===== src/rtl/adc_capture_ctrl_pkg.sv =====
// Shared types and constants for the ADC capture controller: FSM state encoding,
// sample/word widths and the default output buffer depth.
package adc_capture_ctrl_pkg;

  localparam int DEF_DATA_W     = 16;
  localparam int WORD_W         = 32;
  localparam int FRAME_LEN_W    = 16;
  localparam int DEF_FIFO_DEPTH = 4;

  typedef enum logic [1:0] {
    ST_IDLE  = 2'd0,
    ST_RUN   = 2'd1,
    ST_DRAIN = 2'd2,
    ST_DONE  = 2'd3
  } state_t;

  // FIFO entries carry the frame-end tag above the data word.
  function automatic logic [WORD_W:0] fifo_entry(input logic last, input logic [WORD_W-1:0] word);
    return {last, word};
  endfunction

endpackage


===== src/rtl/adc_capture_ctrl_if.sv =====
// Output word stream towards the DMA: valid/ready handshake with a frame-end tag.
interface adc_capture_ctrl_if;
  import adc_capture_ctrl_pkg::*;

  logic [WORD_W-1:0] m_data;
  logic              m_valid;
  logic              m_ready;
  logic              m_last;

  modport master (output m_data, output m_valid, output m_last, input m_ready);
  modport slave  (input m_data, input m_valid, input m_last, output m_ready);

endinterface


===== src/rtl/adc_capture_ctrl_capture_fifo.sv =====
// Synchronous FIFO for captured words; a push while full is refused even if a pop
// happens on the same edge. Read data reads as zero while empty.
module capture_fifo #(
  parameter int WIDTH = 33,
  parameter int DEPTH = 4
) (
  input  logic             clk,
  input  logic             reset,
  input  logic             i_push,
  input  logic [WIDTH-1:0] i_din,
  input  logic             i_pop,
  output logic [WIDTH-1:0] o_dout,
  output logic             o_full,
  output logic             o_empty
);

  localparam int AW = $clog2(DEPTH);

  logic [WIDTH-1:0] r_mem [DEPTH];
  logic [AW:0]      r_wr_ptr;
  logic [AW:0]      r_rd_ptr;
  logic             w_wr;
  logic             w_rd;

  // Extra pointer bit distinguishes full from empty when the indices match.
  assign o_empty = (r_wr_ptr == r_rd_ptr);
  assign o_full  = (r_wr_ptr[AW] != r_rd_ptr[AW]) &&
                   (r_wr_ptr[AW-1:0] == r_rd_ptr[AW-1:0]);
  assign w_wr    = i_push && !o_full;
  assign w_rd    = i_pop && !o_empty;
  assign o_dout  = o_empty ? '0 : r_mem[r_rd_ptr[AW-1:0]];

  always_ff @(posedge clk or negedge reset) begin
    if (!reset) begin
      r_wr_ptr <= '0;
      r_rd_ptr <= '0;
    end else begin
      if (w_wr) r_wr_ptr <= r_wr_ptr + 1'b1;
      if (w_rd) r_rd_ptr <= r_rd_ptr + 1'b1;
    end
  end

  always_ff @(posedge clk) begin
    if (w_wr) r_mem[r_wr_ptr[AW-1:0]] <= i_din;
  end

endmodule


===== src/rtl/adc_capture_ctrl.sv =====
// Frame capture controller: enables the ADC emulator, packs samples into 32-bit
// words and buffers them for DMA. Define CAPTURE_PACK2_EN for two samples per word.
module adc_capture_ctrl
  import adc_capture_ctrl_pkg::*;
#(
  parameter int DATA_W     = DEF_DATA_W,
  parameter int FIFO_DEPTH = DEF_FIFO_DEPTH
) (
  input  logic                   clk,
  input  logic                   reset,
  input  logic                   start,
  input  logic                   stop,
  input  logic [FRAME_LEN_W-1:0] frame_len,
  output logic                   adc_valid,
  input  logic [DATA_W-1:0]      adc_data,
  adc_capture_ctrl_if.master     m_if,
  output logic                   busy,
  output logic                   done,
  output logic                   overflow
);

  state_t                 r_state;
  state_t                 w_state_nxt;
  logic                   r_adc_valid;
  logic                   r_adc_valid_d1;
  logic [FRAME_LEN_W-1:0] r_frame_len;
  logic [FRAME_LEN_W-1:0] r_word_cnt;
  logic                   r_overflow;

  logic                   w_start_ok;
  logic                   w_capture;
  logic                   w_word_done;
  logic                   w_flush;
  logic                   w_push;
  logic                   w_pop;
  logic                   w_full;
  logic                   w_empty;
  logic                   w_last_word;
  logic [FRAME_LEN_W-1:0] w_cnt_nxt;
  logic [WORD_W-1:0]      w_word;
  logic [WORD_W:0]        w_fifo_dout;

  assign w_start_ok  = (r_state == ST_IDLE) && start && (frame_len != '0);
  // The emulator answers one cycle after enable; stop suppresses that edge's sample.
  assign w_capture   = (r_state == ST_RUN) && r_adc_valid_d1 && !stop;
  assign w_cnt_nxt   = r_word_cnt + 1'b1;

`ifdef CAPTURE_PACK2_EN
  logic              r_half_vld;
  logic [DATA_W-1:0] r_half;

  assign w_flush     = (r_state == ST_RUN) && stop && r_half_vld;
  assign w_word_done = w_capture && r_half_vld;
  assign w_word      = w_flush ? WORD_W'(r_half) : WORD_W'({adc_data, r_half});

  always_ff @(posedge clk or negedge reset) begin
    if (!reset)                     r_half_vld <= 1'b0;
    else if (w_start_ok || w_flush) r_half_vld <= 1'b0;
    else if (w_capture)             r_half_vld <= !r_half_vld;
  end

  always_ff @(posedge clk) begin
    if (w_capture && !r_half_vld) r_half <= adc_data;
  end
`else
  assign w_flush     = 1'b0;
  assign w_word_done = w_capture;
  assign w_word      = WORD_W'(adc_data);
`endif

  assign w_last_word = w_flush || (w_word_done && (w_cnt_nxt == r_frame_len));
  assign w_push      = w_word_done || w_flush;
  assign w_pop       = !w_empty && m_if.m_ready;

  always_ff @(posedge clk or negedge reset) begin
    if (!reset) r_state <= ST_IDLE;
    else        r_state <= w_state_nxt;
  end

  always_comb begin
    w_state_nxt = r_state;
    case (r_state)
      ST_IDLE:  if (w_start_ok) w_state_nxt = ST_RUN;
      ST_RUN:   if (stop || (w_word_done && (w_cnt_nxt == r_frame_len))) w_state_nxt = ST_DRAIN;
      ST_DRAIN: if (w_empty) w_state_nxt = ST_DONE;
      ST_DONE:  w_state_nxt = ST_IDLE;
      default:  w_state_nxt = ST_IDLE;
    endcase
  end

  always_comb begin
    busy = 1'b0;
    done = 1'b0;
    if (r_state != ST_IDLE) busy = 1'b1;
    if (r_state == ST_DONE) done = 1'b1;
  end

  // Dropped words still advance the count so the frame ends on time.
  always_ff @(posedge clk or negedge reset) begin
    if (!reset) begin
      r_adc_valid    <= 1'b0;
      r_adc_valid_d1 <= 1'b0;
      r_frame_len    <= '0;
      r_word_cnt     <= '0;
      r_overflow     <= 1'b0;
    end else begin
      r_adc_valid    <= (w_state_nxt == ST_RUN);
      r_adc_valid_d1 <= r_adc_valid;
      if (w_start_ok) begin
        r_frame_len <= frame_len;
        r_word_cnt  <= '0;
        r_overflow  <= 1'b0;
      end else begin
        if (w_word_done)     r_word_cnt <= w_cnt_nxt;
        if (w_push && w_full) r_overflow <= 1'b1;
      end
    end
  end

  capture_fifo #(
    .WIDTH (WORD_W + 1),
    .DEPTH (FIFO_DEPTH)
  ) u_capture_fifo (
    .clk     (clk),
    .reset   (reset),
    .i_push  (w_push),
    .i_din   (fifo_entry(w_last_word, w_word)),
    .i_pop   (w_pop),
    .o_dout  (w_fifo_dout),
    .o_full  (w_full),
    .o_empty (w_empty)
  );

  assign adc_valid      = r_adc_valid;
  assign overflow       = r_overflow;
  assign m_if.m_valid   = !w_empty;
  assign m_if.m_data    = w_fifo_dout[WORD_W-1:0];
  assign m_if.m_last    = w_fifo_dout[WORD_W];

endmodule


===== src/flat_wrapper.sv =====
// flat-port wrapper written by rule: the top's interface ports become plain ports
module adc_capture_ctrl_flat import adc_capture_ctrl_pkg::*;
#(
  parameter int DATA_W     = DEF_DATA_W,
  parameter int FIFO_DEPTH = DEF_FIFO_DEPTH
)
  (clk, reset, start, stop, frame_len, adc_valid, adc_data, busy, done, overflow, m_if_m_data, m_if_m_valid, m_if_m_last, m_if_m_ready);
  adc_capture_ctrl_if m_if_i ();
  input  logic clk;
  input  logic reset;
  input  logic start;
  input  logic stop;
  input  logic [FRAME_LEN_W-1:0] frame_len;
  output logic adc_valid;
  input  logic [DATA_W-1:0] adc_data;
  output logic busy;
  output logic done;
  output logic overflow;
  output wire logic [$bits(m_if_i.m_data)-1:0] m_if_m_data;
  output wire logic [$bits(m_if_i.m_valid)-1:0] m_if_m_valid;
  output wire logic [$bits(m_if_i.m_last)-1:0] m_if_m_last;
  input wire logic [$bits(m_if_i.m_ready)-1:0] m_if_m_ready;
  assign m_if_m_data = m_if_i.m_data;
  assign m_if_m_valid = m_if_i.m_valid;
  assign m_if_m_last = m_if_i.m_last;
  assign m_if_i.m_ready = m_if_m_ready;
  adc_capture_ctrl #(.DATA_W(DATA_W), .FIFO_DEPTH(FIFO_DEPTH)) u_core (.clk(clk), .reset(reset), .start(start), .stop(stop), .frame_len(frame_len), .adc_valid(adc_valid), .adc_data(adc_data), .m_if(m_if_i), .busy(busy), .done(done), .overflow(overflow));
endmodule

===== config.mk =====
export PLATFORM = sky130hd
export DESIGN_NAME = adc_capture_ctrl_flat
export DESIGN_NICKNAME = d
export VERILOG_FILES = /design/src/rtl/adc_capture_ctrl_pkg.sv /design/src/rtl/adc_capture_ctrl_if.sv /design/src/rtl/adc_capture_ctrl_capture_fifo.sv /design/src/rtl/adc_capture_ctrl.sv /design/src/flat_wrapper.sv
export SDC_FILE = /design/constraint.sdc
export NUM_CORES = 1
export LEC_CHECK = 0
export CAP_MARGIN = 15
export CORE_MARGIN = 2
export CORE_UTILIZATION = 25
export CTS_CLUSTER_DIAMETER = 50
export DETAILED_ROUTE_END_ITERATION = 6
export PLACE_DENSITY = 0.47
export SYNTH_ARGS = -nofsm -noshare
export SYNTH_HDL_FRONTEND = slang
export SYNTH_HIERARCHICAL = 1
export SYNTH_SLANG_ARGS = --single-unit

===== constraint.sdc =====
create_clock -name clk -period 3.3 [get_ports clk]
set_input_delay 0.495 -clock clk [delete_from_list [all_inputs] [get_ports clk]]
set_output_delay 0.495 -clock clk [all_outputs]
set_load 0.1 [all_outputs]

## Word-level counts from Yosys, hierarchy flattened

Memory sizes are Yosys's and may differ from the RTL's.
Cells that the tools add are included.

| cells by class | value |
|---|---|
| $add $sub $neg | 3 |
| eq/ne operators | 8 |
| mux-type cells | 13 |
| reduce and logical (&&, ||, !) cells | 19 |

Operators with widths:

| cell | number |
|---|---|
| two-way mux 33 bit | 1 |
| two-way mux 16 bit | 2 |
| adder 16 x 1 -> 16 bit (second input constant) | 1 |
| == test 16 bit | 1 |
| nonzero test 16 bit | 1 |
| logical AND 1 bit | 10 |
| one-hot mux 2 bit (4 select lines) | 1 |
| adder 3 x 1 -> 3 bit (second input constant) | 2 |
| two-way mux 1 bit | 6 |
| two-way mux 2 bit | 3 |
| nonzero test 2 bit | 3 |
| == test 2 x 1 -> 1 bit (second input constant) | 2 |
| == test 2 bit (second input constant) | 2 |
| == test 3 bit | 1 |
| zero test 1 bit | 3 |
| == test 2 bit | 1 |
| zero test 2 bit | 1 |
| logical OR 1 bit | 1 |
| != test 1 bit | 1 |

| word-level totals | value |
|---|---|
| bits in registers | 43 |
| bits in writable memories | 68 |
| input port bits | 37 |
| output and inout port bits | 38 |
| memories kept | 1 |

Memories:

| memory | depth | bits a word | rd ports | clocked after memory_dff | wr ports | line | source |
|---|---|---|---|---|---|---|---|
| u_core.u_capture_fifo.r_mem | 4 | 17 | 1 | 0 | 1 | adc_capture_ctrl_capture_fifo.sv:19 | `logic [WIDTH-1:0] r_mem [DEPTH];` |

## Longest topological paths before layout

Gate-level depths: netlist of the first run.

| logic depth | value |
|---|---|
| word-level depth | 8 |
| gate-level depth with buffers | 8 |
| gate-level depth less buffers | 7 |

## Cells and area by module

The synthesis of the first run kept the hierarchy.

Modules (own cells, without submodules):

| module | times used | cells an instance | area an instance (µm²) | seq. area each (µm²) |
|---|---|---|---|---|
| capture_fifo | 1 | 254 | 5501.5 | 4113.9 |
| adc_capture_ctrl | 1 | 260 | 2217.1 | 925.9 |

## Least setup slack after synthesis of the first run

OpenSTA, ideal clock, no wires.

| timing | value |
|---|---|
| path type | reg2out |
| from | reg u_core.u_capture_fifo.r_rd_ptr[0] |
| to | out m_if_m_data[10] |
| arrival | 2.429 ns |
| required time | 2.805 ns |
| slack | 0.376 ns |
| stages on the path, launching flop included | 6 |
| buffers on the path | 2 |
| cells stage by stage | dfrtp_1 buf_6 xor2_2 nor3_4 buf_2 nor2b_1 |

| on the way | value |
|---|---|
| cells in the longest elaborated chain, start to end | 2 |
| elaborated cells between the ends (all ways) | 3 |
| those cells by class | 1 x eq/ne; 1 x mux; 1 x memory |

RTL lines:

| element | line | source |
|---|---|---|
| from (decl) | adc_capture_ctrl_capture_fifo.sv:21 | `logic [AW:0] r_rd_ptr;` |
| from (signal assigned) | adc_capture_ctrl_capture_fifo.sv:39 | `if (w_rd) r_rd_ptr <= r_rd_ptr + 1'b1;` |
| memory read (4 x 17 bit) / == test 3 bit (equally long branches) | n/a |  |
| two-way mux 33 bit * | adc_capture_ctrl_capture_fifo.sv:31 | `assign o_dout = o_empty ? '0 : r_mem[r_rd_ptr[AW-1:0]];` |
| to (decl) | flat_wrapper.sv:19 | `output wire logic [$bits(m_if_i.m_data)-1:0] m_if_m_data;` |

Mark *: on every way between the ends. The rest lies on a longest branch, timed or not.

==> flow_metrics.tcl, run 1 <==
set metrics [dict create \
    skew_ns 0.0147 \
    met3_usage_pct 2.92 \
    tightest_slew_ns 0.979 \
    critPathMaxFanout 34 \
    overflow 0 \
    hold_viol 0 \
    max_stage_delay_ns 0.57 \
    drt_pass1_iterations 4 \
    gp_congestion 0.838 \
    grt_max_degree 44 \
    r2r_end "u_core/adc_valid$_DFF_PN0_" \
    antenna_found_initial 0 \
    die_w_um 180 \
    cts_buffers 17 \
    cts_max_level 4 \
    async_flop_share_pct 24.6 \
    required_ns 2.80 \
    ys.warnings.count 6 \
    crit_slowest_cell "dfrtp_2" \
    ys_seq_area_share_pct 65.3 \
    die_h_um 180 \
    fin_cells 1064 \
    vias_per_cell 4.20 \
    final_util_pct 33.5 \
    insertion_delay_ns 0.43 \
    dpl.hpwl_um 10200 \
    syn_inst 514 \
    maxCapViolCount 0 \
    grt_use_met1_pct 13.1 \
    worstPathCellList "xor2_2 > nor3_4 > buf_12 > nor2b_1 > buf_12" \
    synth_edf_count 132 \
    setup_viol 0 \
    drt_iter0_drc 234 \
    drive_above_1_share_pct 19.5 \
    path_delay_family "flip-flops" \
    grt_pass1_wl_um 25700 \
    crit_top_cell "buf_12" \
    ant_nets 0 \
    ctsResizeCount 0 \
    cts_tree "built" \
    fmax_ghz 0.363 \
    start_kind "flip-flop" \
    cts_buffer_depth 2 \
    cp-end-kind "output port" \
    rsz0062_at_grt "no" \
    r2r-start "u_core/r_word_cnt[3]$_DFFE_PN0P_" \
    wire_per_inst_um 14.7 \
    drc 0 \
    ff2ff_setup_slack_ns 0.85 \
    route.vias.total 4470 \
    drv_slew 0 \
    top_usage_layer "met2" \
    clkSinkCount 175 \
    nNetsFinal 698 \
    place.port_buffers 74 \
    cts_setup_buffers 0 \
    placed_cells 1031 \
    period_needed_ns 2.76 \
    rr_worst_depth 6 \
    area_delta_synth_final_pct 32.3 \
    coreArea_mm2 0.0305 \
    cp.arrival_ns 2.26 \
    met2_usage_pct 16.8 \
    rows 64 \
    multi_input_area_mm2 0.00275 \
    tns_ns 0 \
    io_pins 75 \
    hp-class "in -> async" \
    ys_seq_elements 175 \
    grtUsageTotal_pct 10.2 \
    seqCellArea_mm2 0.00504 \
    cts_hold_buf 0 \
    fp.dieArea_mm2 0.0323 \
    timing.final.crit_share_pct 83.5 \
    avgSynthCellArea_um2 15.0 \
    synth_flop_cell "edfxtp_1" \
    n_fill_cell 2923 \
    grt_pass1_vias 4710 \
    synth_area_mm2 0.00772 \
    crit_type "reg -> out" \
    status "finished clean" \
    finalWirelength_um 15600 \
    antenna_cells 0 \
    synth_cell_type_count 57 \
    cts_root_buffer "clkbuf_16" \
    clkTransAtPathRegs_ns 0.07 \
    max-slew-margin-rel_pct 34.5 \
    start_util_pct 25.3 \
    path_buf_inv 2 \
]
==> placed cells by master, fill, tap and decap left out, types with 3 or more instances in the layout <==
| cell | instances |
|---|---|
| a21oi_1 | 10 |
| and3_1 | 5 |
| o21ai_0 | 4 |
| buf_4 | 5 |
| nor2b_2 | 5 |
| mux4_2 | 30 |
| clkinv_8 | 7 |
| and2_1 | 3 |
| conb_1 | 64 |
| mux4_1 | 3 |
| mux2i_1 | 3 |
| edfxtp_1 | 132 |
| xnor2_1 | 24 |
| nor3_1 | 10 |
| clkbuf_16 | 17 |
| nand4_1 | 4 |
| inv_8 | 3 |
| xor2_1 | 18 |
| o31ai_1 | 4 |
| clkdlybuf4s50_1 | 36 |
| inv_1 | 8 |
| nor2_1 | 26 |
| nand4b_1 | 3 |
| buf_12 | 40 |
| nand2_1 | 59 |
| and3_2 | 3 |
| nor4_1 | 6 |
| dfrtp_1 | 41 |
| inv_6 | 3 |
| nor2b_1 | 35 |
| ha_1 | 6 |
| nand3_1 | 12 |
==> area by class of cell <==
| type | instances | share of cell area (%) |
|---|---|---|
| Multi-Input combinational cell | 369 | 26.9 |
| Sequential cell | 175 | 49.4 |
| Inverter | 9 | 0.331 |
| Clock inverter | 15 | 2.29 |
| Tap cell | 396 | 4.85 |
| Timing Repair Buffer | 83 | 12.1 |
| Clock buffer | 17 | 4.17 |
==> kinds of logic after synthesis <==
family                   share of synthesized area (%)
AO/OA/AOI/OAI                                     2.98
XOR/XNOR                                          5.19
adder cells (fa/ha/maj)                          0.973
buffers and inverters                             2.35
flip-flops                                        65.3
multiplexers                                      10.2
other                                           0.0486
AND/OR/NAND/NOR                                   13.0
==> state kept, by name, summed over array words and instances (netlist names) <==
register	count
u_core/adc_valid	1
u_core/u_capture_fifo/r_rd_ptr	3
u_core/r_state	2
u_core/overflow	1
u_core/u_capture_fifo/r_mem	132
u_core/r_frame_len	16
u_core/r_word_cnt	16
u_core/u_capture_fifo/r_wr_ptr	3
u_core/r_adc_valid_d1	1
==> through the flow <==
step	area [um^2]	hold slack [ns]	setup slack, ns
final	10200	0.221	0.544
after global routing	10200	0.290	0.394
after global placement	9520	0.399	0.705
after floorplan	7960	0.199	0.376
after detailed placement	9520	0.375	0.700
after CTS	10200	0.250	0.461
==> cells in the mapped netlist (all sizes together) (2+ instances only) <==
cell	count	share of area (%)
dfrtp	43	14
nand2	59	2.9
nor4	7	0.65
nor3b	2	0.19
nor2	26	1.3
a211oi	2	0.19
nand2b	2	0.16
xor2	20	2.5
and2	4	0.34
nand4	5	0.60
nand3	12	0.78
mux2i	3	0.39
o311ai	2	0.23
xnor2	24	2.7
ha	6	0.97
buf	14	1.4
inv	8	0.39
and4	2	0.23
and3	8	0.65
edfxtp	132	51
clkbuf	10	0.52
mux4	33	9.8
nand4b	3	0.34
o21ai	5	0.37
nor2b	40	3.4
a31oi	2	0.24
a21oi	10	0.65
nor3	11	0.86
o31ai	4	0.39
==> how the worst max path moves through the flow <==
stage / depth (start not counted) / from / end / slack (ns)
2_1_floorplan: 5 / u_core/u_capture_fifo/r_rd_ptr[0]$_DFFE_PN0P_ / m_if_m_data[10] / 0.38
5_1_grt: 5 / u_core/u_capture_fifo/r_rd_ptr[0]$_DFFE_PN0P_ / m_if_m_data[21] / 0.39
4_1_cts: 5 / u_core/u_capture_fifo/r_rd_ptr[0]$_DFFE_PN0P_ / m_if_m_data[21] / 0.46
3_5_place_dp: 9 / stop / u_core/r_word_cnt[12]$_DFFE_PN0P_ / 0.70
3_3_place_gp: 9 / stop / u_core/r_word_cnt[12]$_DFFE_PN0P_ / 0.71
6_report: 5 / u_core/u_capture_fifo/r_rd_ptr[0]$_DFFE_PN0P_ / m_if_m_data[21] / 0.54
==> routing by layer <==
| metal | vias to the layer above | share of wire (%) |
|---|---|---|
| li1 | 2129 | - |
| met1 | 2226 | 46 |
| met2 | 99 | 49 |
| met3 | 16 | 3.8 |
| met4 | 0 | 1.2 |
| met5 | - | 0 |
Power of run 1 is not shown: default switching activity piles up to over one toggle a cycle in this logic, so the estimate is an artifact.
==> run 2, diff against run 1 <==
- clock period: 3.3 -> 2.9 ns (I/O delays scaled with it)
==> flow_metrics.tcl, run 2 (synthesis gave the netlist of run 1 again) <==
set metrics [dict create \
    r2r-start "u_core/r_word_cnt[4]$_DFFE_PN0P_" \
    period_needed_ns 2.73 \
    maxCapViolCount 0 \
    start_kind "flip-flop" \
    grt_max_degree 44 \
    clkTransAtPathRegs_ns 0.07 \
    overflow 0 \
    coreArea_mm2 0.0305 \
    nNetsFinal 698 \
    fp.dieArea_mm2 0.0323 \
    gp_congestion 0.809 \
    rr_worst_depth 6 \
    place.port_buffers 74 \
    crit_slowest_cell "dfrtp_4" \
    cts_max_level 4 \
    rsz0062_at_grt "no" \
    r2r_end "u_core/adc_valid$_DFF_PN0_" \
    grt_pass1_wl_um 25800 \
    final_common_cell "edfxtp_1" \
    crit_type "reg -> out" \
    setup_viol 0 \
    hp-class "in -> async" \
    cts_root_buffer "clkbuf_16" \
    required_ns 2.47 \
    cts_buffer_depth 2 \
    antenna_found_initial 0 \
    worstSetupEndpoint "m_if_m_data[20]" \
    drt_pass1_iterations 4 \
    cts_tree "built" \
    wire_per_inst_um 15.0 \
    worstPathCellList "xor2_2 > nor3_4 > buf_12 > nor2b_1 > buf_12" \
    multi_input_area_mm2 0.00275 \
    status "finished clean" \
    cp-end-kind "output port" \
    route.vias.total 4489 \
    drc 0 \
    critPathMaxFanout 34 \
    max_stage_delay_ns 0.60 \
    io_pins 75 \
    tns_ns 0 \
    insertion_delay_ns 0.43 \
    drt_iter0_drc 242 \
    dpl-instance-area_mm2 0.00951 \
    area_delta_synth_final_pct 31.0 \
    seqCellArea_mm2 0.00504 \
    drive_above_1_share_pct 19.6 \
    die_w_um 180 \
    vias_per_cell 4.22 \
    clkSinkCount 175 \
    stdcell_area_mm2 0.0101 \
    cp-startpoint "u_core/u_capture_fifo/r_rd_ptr[0]$_DFFE_PN0P_" \
    ant_nets 0 \
    start_util_pct 25.3 \
    max-slew-margin-rel_pct 35.2 \
    hold_viol 0 \
    ff2ff_setup_slack_ns 0.50 \
    grt_pass1_vias 4806 \
    largest_reg_flops 132 \
    grtUsageTotal_pct 10.2 \
    cts_buffers 17 \
    antenna_cells 0 \
    timing.final.crit_share_pct 94.1 \
    crit_top_cell "buf_12" \
    die_h_um 180 \
    skew_ns 0.0137 \
    n_fill_cell 2987 \
    layout_common_cells "edfxtp_1, conb_1, nand2_1, dfrtp_1, buf_12" \
    cp.arrival_ns 2.29 \
    drv_slew 0 \
    fmax_ghz 0.367 \
    dpl.hpwl_um 10400 \
    cts_hold_buf 0 \
    tightest_slew_ns 0.972 \
    rows 64 \
    finalWirelength_um 16000 \
]
[run 2: changes by cell type in the layout (fill, tap and decap cells not counted), sizes merged]
cell / before / now
bufinv: 2 / 0
clkinv: 8 / 5
buf: 47 / 48
clkbuf: 17 / 18
inv: 14 / 18
clkdlybuf4s50: 36 / 35
[run 2: per-layer routing]
layer	up-vias	routed length (um)	global-route usage (%)
li1	2122	-	-
met1	2260	7160	12.8
met2	98	8080	17.5
met3	9	592	2.69
met4	0	137	2.63
met5	-	0	0
[run 2: area by class of cell]
cell class                 count  share of cell area (%)
clock buffer                  18                    4.24
clock inverter                14                    1.56
inverter                       9                   0.334
multi-input combinational    369                    27.2
sequential                   175                    49.9
tap                          396                    4.90
timing repair buffer          83                    11.9
[run 2: worst min-delay path by stage]
stage / end / slack (ns) / cells after the start
4_1_cts: u_core/u_capture_fifo/r_rd_ptr[1]$_DFFE_PN0P_ / 0.19 / 1
2_1_floorplan: u_core/adc_valid$_DFF_PN0_ / 0.14 / 0
6_report: u_core/r_frame_len[6]$_DFFE_PN0P_ / 0.17 / 1
5_1_grt: u_core/adc_valid$_DFF_PN0_ / 0.25 / 1
3_3_place_gp: u_core/r_adc_valid_d1$_DFF_PN0_ / 0.40 / 0
3_5_place_dp: u_core/r_adc_valid_d1$_DFF_PN0_ / 0.40 / 0
[run 2: metrics by stage]
stage          utilization [%]  instances  hold slack [ns]  worst slack, ns
2_1_floorplan                -        577            0.139           0.0360
3_3_place_gp              31.2       1032            0.395            0.135
3_5_place_dp              31.2       1032            0.400            0.104
4_1_cts                   33.1       1064            0.194           0.0645
5_1_grt                   33.2       1064            0.246           0.0441
6_report                  33.2       1064            0.173            0.172
[run 2: what timing repair did]
item,in CTS,in global routing
buffers inserted,0,0
endpoints found under the hold margin,0,0
setup endpoints to repair,0,2
gates resized for setup,0,3
[run 2: critical path: cells and delay by family, from the launching register on]
kind | cells | cell delay (ns)
buffers and inverters | 2 | 0.43
xor gates and xnor gates | 1 | 0.36
and+or+nand+nor | 2 | 0.47
DFF | 1 | 0.60
Power of run 2 is left out for the same reason.
==> run 3, diff against run 2 <==
- PLACE_DENSITY: 0.47 -> 0.53
- REMOVE_ABC_BUFFERS: not set -> 1
==> flow_metrics.tcl, run 3 (synthesis gave the netlist of run 1 again) <==
set metrics [dict create \
    coreArea_mm2 0.0305 \
    layout_common_cells "edfxtp_1, conb_1, nand2_1, dfrtp_1, buf_12" \
    n_fill_cell 2981 \
    cts_buffer_depth 2 \
    cts_root_buffer "clkbuf_16" \
    cts_setup_buffers 0 \
    setup_viol 0 \
    required_ns 2.47 \
    drv_slew 0 \
    clkSinkCount 175 \
    die_h_um 180 \
    fp.dieArea_mm2 0.0323 \
    cts_tree "built" \
    grt_pass1_wl_um 24800 \
    grt_pass1_vias 4461 \
    ant_nets 0 \
    finalWirelength_um 15400 \
    cts_max_level 4 \
    place.port_buffers 74 \
    gp_congestion 0.751 \
    dpl.hpwl_um 9790 \
    fmax_ghz 0.363 \
    cp.arrival_ns 2.32 \
    crit_type "reg -> out" \
    period_needed_ns 2.75 \
    io_pins 75 \
    hold_viol 0 \
    hp-class "in -> async" \
    ctsResizeCount 0 \
    route.vias.total 4389 \
    antenna_cells 0 \
    max-slew-margin-rel_pct 32.8 \
    critPathMaxFanout 28 \
    clkTransAtPathRegs_ns 0.07 \
    overflow 0 \
    stdcell_area_mm2 0.0102 \
    maxCapViolCount 0 \
    dpl-instance-area_mm2 0.00956 \
    tightest_slew_ns 1.01 \
    grtUsageTotal_pct 9.87 \
    final_common_cell "edfxtp_1" \
    insertion_delay_ns 0.43 \
    rsz0062_at_grt "no" \
    antenna_found_initial 0 \
    multi_input_area_mm2 0.00275 \
    drc 0 \
    drt_iter0_drc 332 \
    cp-end-kind "output port" \
    largest_reg_flops 132 \
    grt_max_degree 44 \
    cts_hold_buf 0 \
    area_delta_synth_final_pct 31.6 \
    seqCellArea_mm2 0.00504 \
    rr_worst_depth 6 \
    start_util_pct 25.3 \
    drive_above_1_share_pct 20.3 \
    vias_per_cell 4.09 \
    rows 64 \
    nNetsFinal 706 \
    status "finished clean" \
    wire_per_inst_um 14.4 \
    drt_pass1_iterations 4 \
    cts_buffers 17 \
    start_kind "flip-flop" \
    die_w_um 180 \
    timing.final.crit_share_pct 94.9 \
    skew_ns 0.0103 \
]
run 3: cell count changes in the layout (fill, tap and decap cells not counted):
cell,change
inv_6,-2
buf_4,+10
dfrtp_2,+1
clkinvlp_4,+1
bufinv_16,+1
dfrtp_4,-1
clkbuf_1,-1
xor2_1,+1
xor2_2,-1
inv_8,-2
clkinv_1,+2
clkinv_4,+1
buf_12,-1
buf_6,-1
run 3: final timing paths:
check                                                                endpoint  slack, ns                                          start
worst min register to register                u_core/r_adc_valid_d1$_DFF_PN0_       0.41                     u_core/adc_valid$_DFF_PN0_
min in group clk                              u_core/r_adc_valid_d1$_DFF_PN0_       0.41                     u_core/adc_valid$_DFF_PN0_
max in group asynchronous       u_core/u_capture_fifo/r_rd_ptr[0]$_DFFE_PN0P_       2.04                                          reset
worst max-delay path                                          m_if_m_data[23]       0.15  u_core/u_capture_fifo/r_rd_ptr[0]$_DFFE_PN0P_
worst min-delay path                        u_core/r_frame_len[4]$_DFFE_PN0P_       0.19                                          reset
worst max register to register                     u_core/adc_valid$_DFF_PN0_       0.55               u_core/r_word_cnt[6]$_DFFE_PN0P_
run 3: layer usage:
metal | GRT usage (%) | routed length, um | vias to the layer above
li1 | - | - | 2150
met1 | 13.6 | 7680 | 2133
met2 | 15.6 | 7000 | 93
met3 | 2.15 | 582 | 13
met4 | 2.93 | 182 | 0
met5 | 0 | 0 | -
run 3: worst max-delay path, stage by stage, from the launching register on:
cell     delay (ns)
dfrtp_2        0.57
xor2_2         0.38
nor3_4         0.08
buf_4          0.27
nor2b_1        0.36
buf_12         0.23
run 3: per-stage QoR:
step                instances  TNS (ns)  util (%)  hold WS, ns  setup WS, ns
floorplan                 553    -95.78         -        0.139        -0.962
global placement         1040         0      31.3        0.415         0.307
detailed placement       1040         0      31.3        0.385         0.247
CTS                      1072         0      33.3        0.211        0.0952
global route             1072         0      33.3        0.259        0.0153
finish                   1072         0      33.3        0.186         0.147
run 3: final cells by class:
class | count | share of cell area [%]
Multi-Input combinational cell | 369 | 27.0
Tap cell | 396 | 4.88
Sequential cell | 175 | 49.6
Timing Repair Buffer | 91 | 12.2
Clock inverter | 15 | 1.69
Clock buffer | 17 | 4.19
Inverter | 9 | 0.333
Power of run 3 is left out for the same reason.
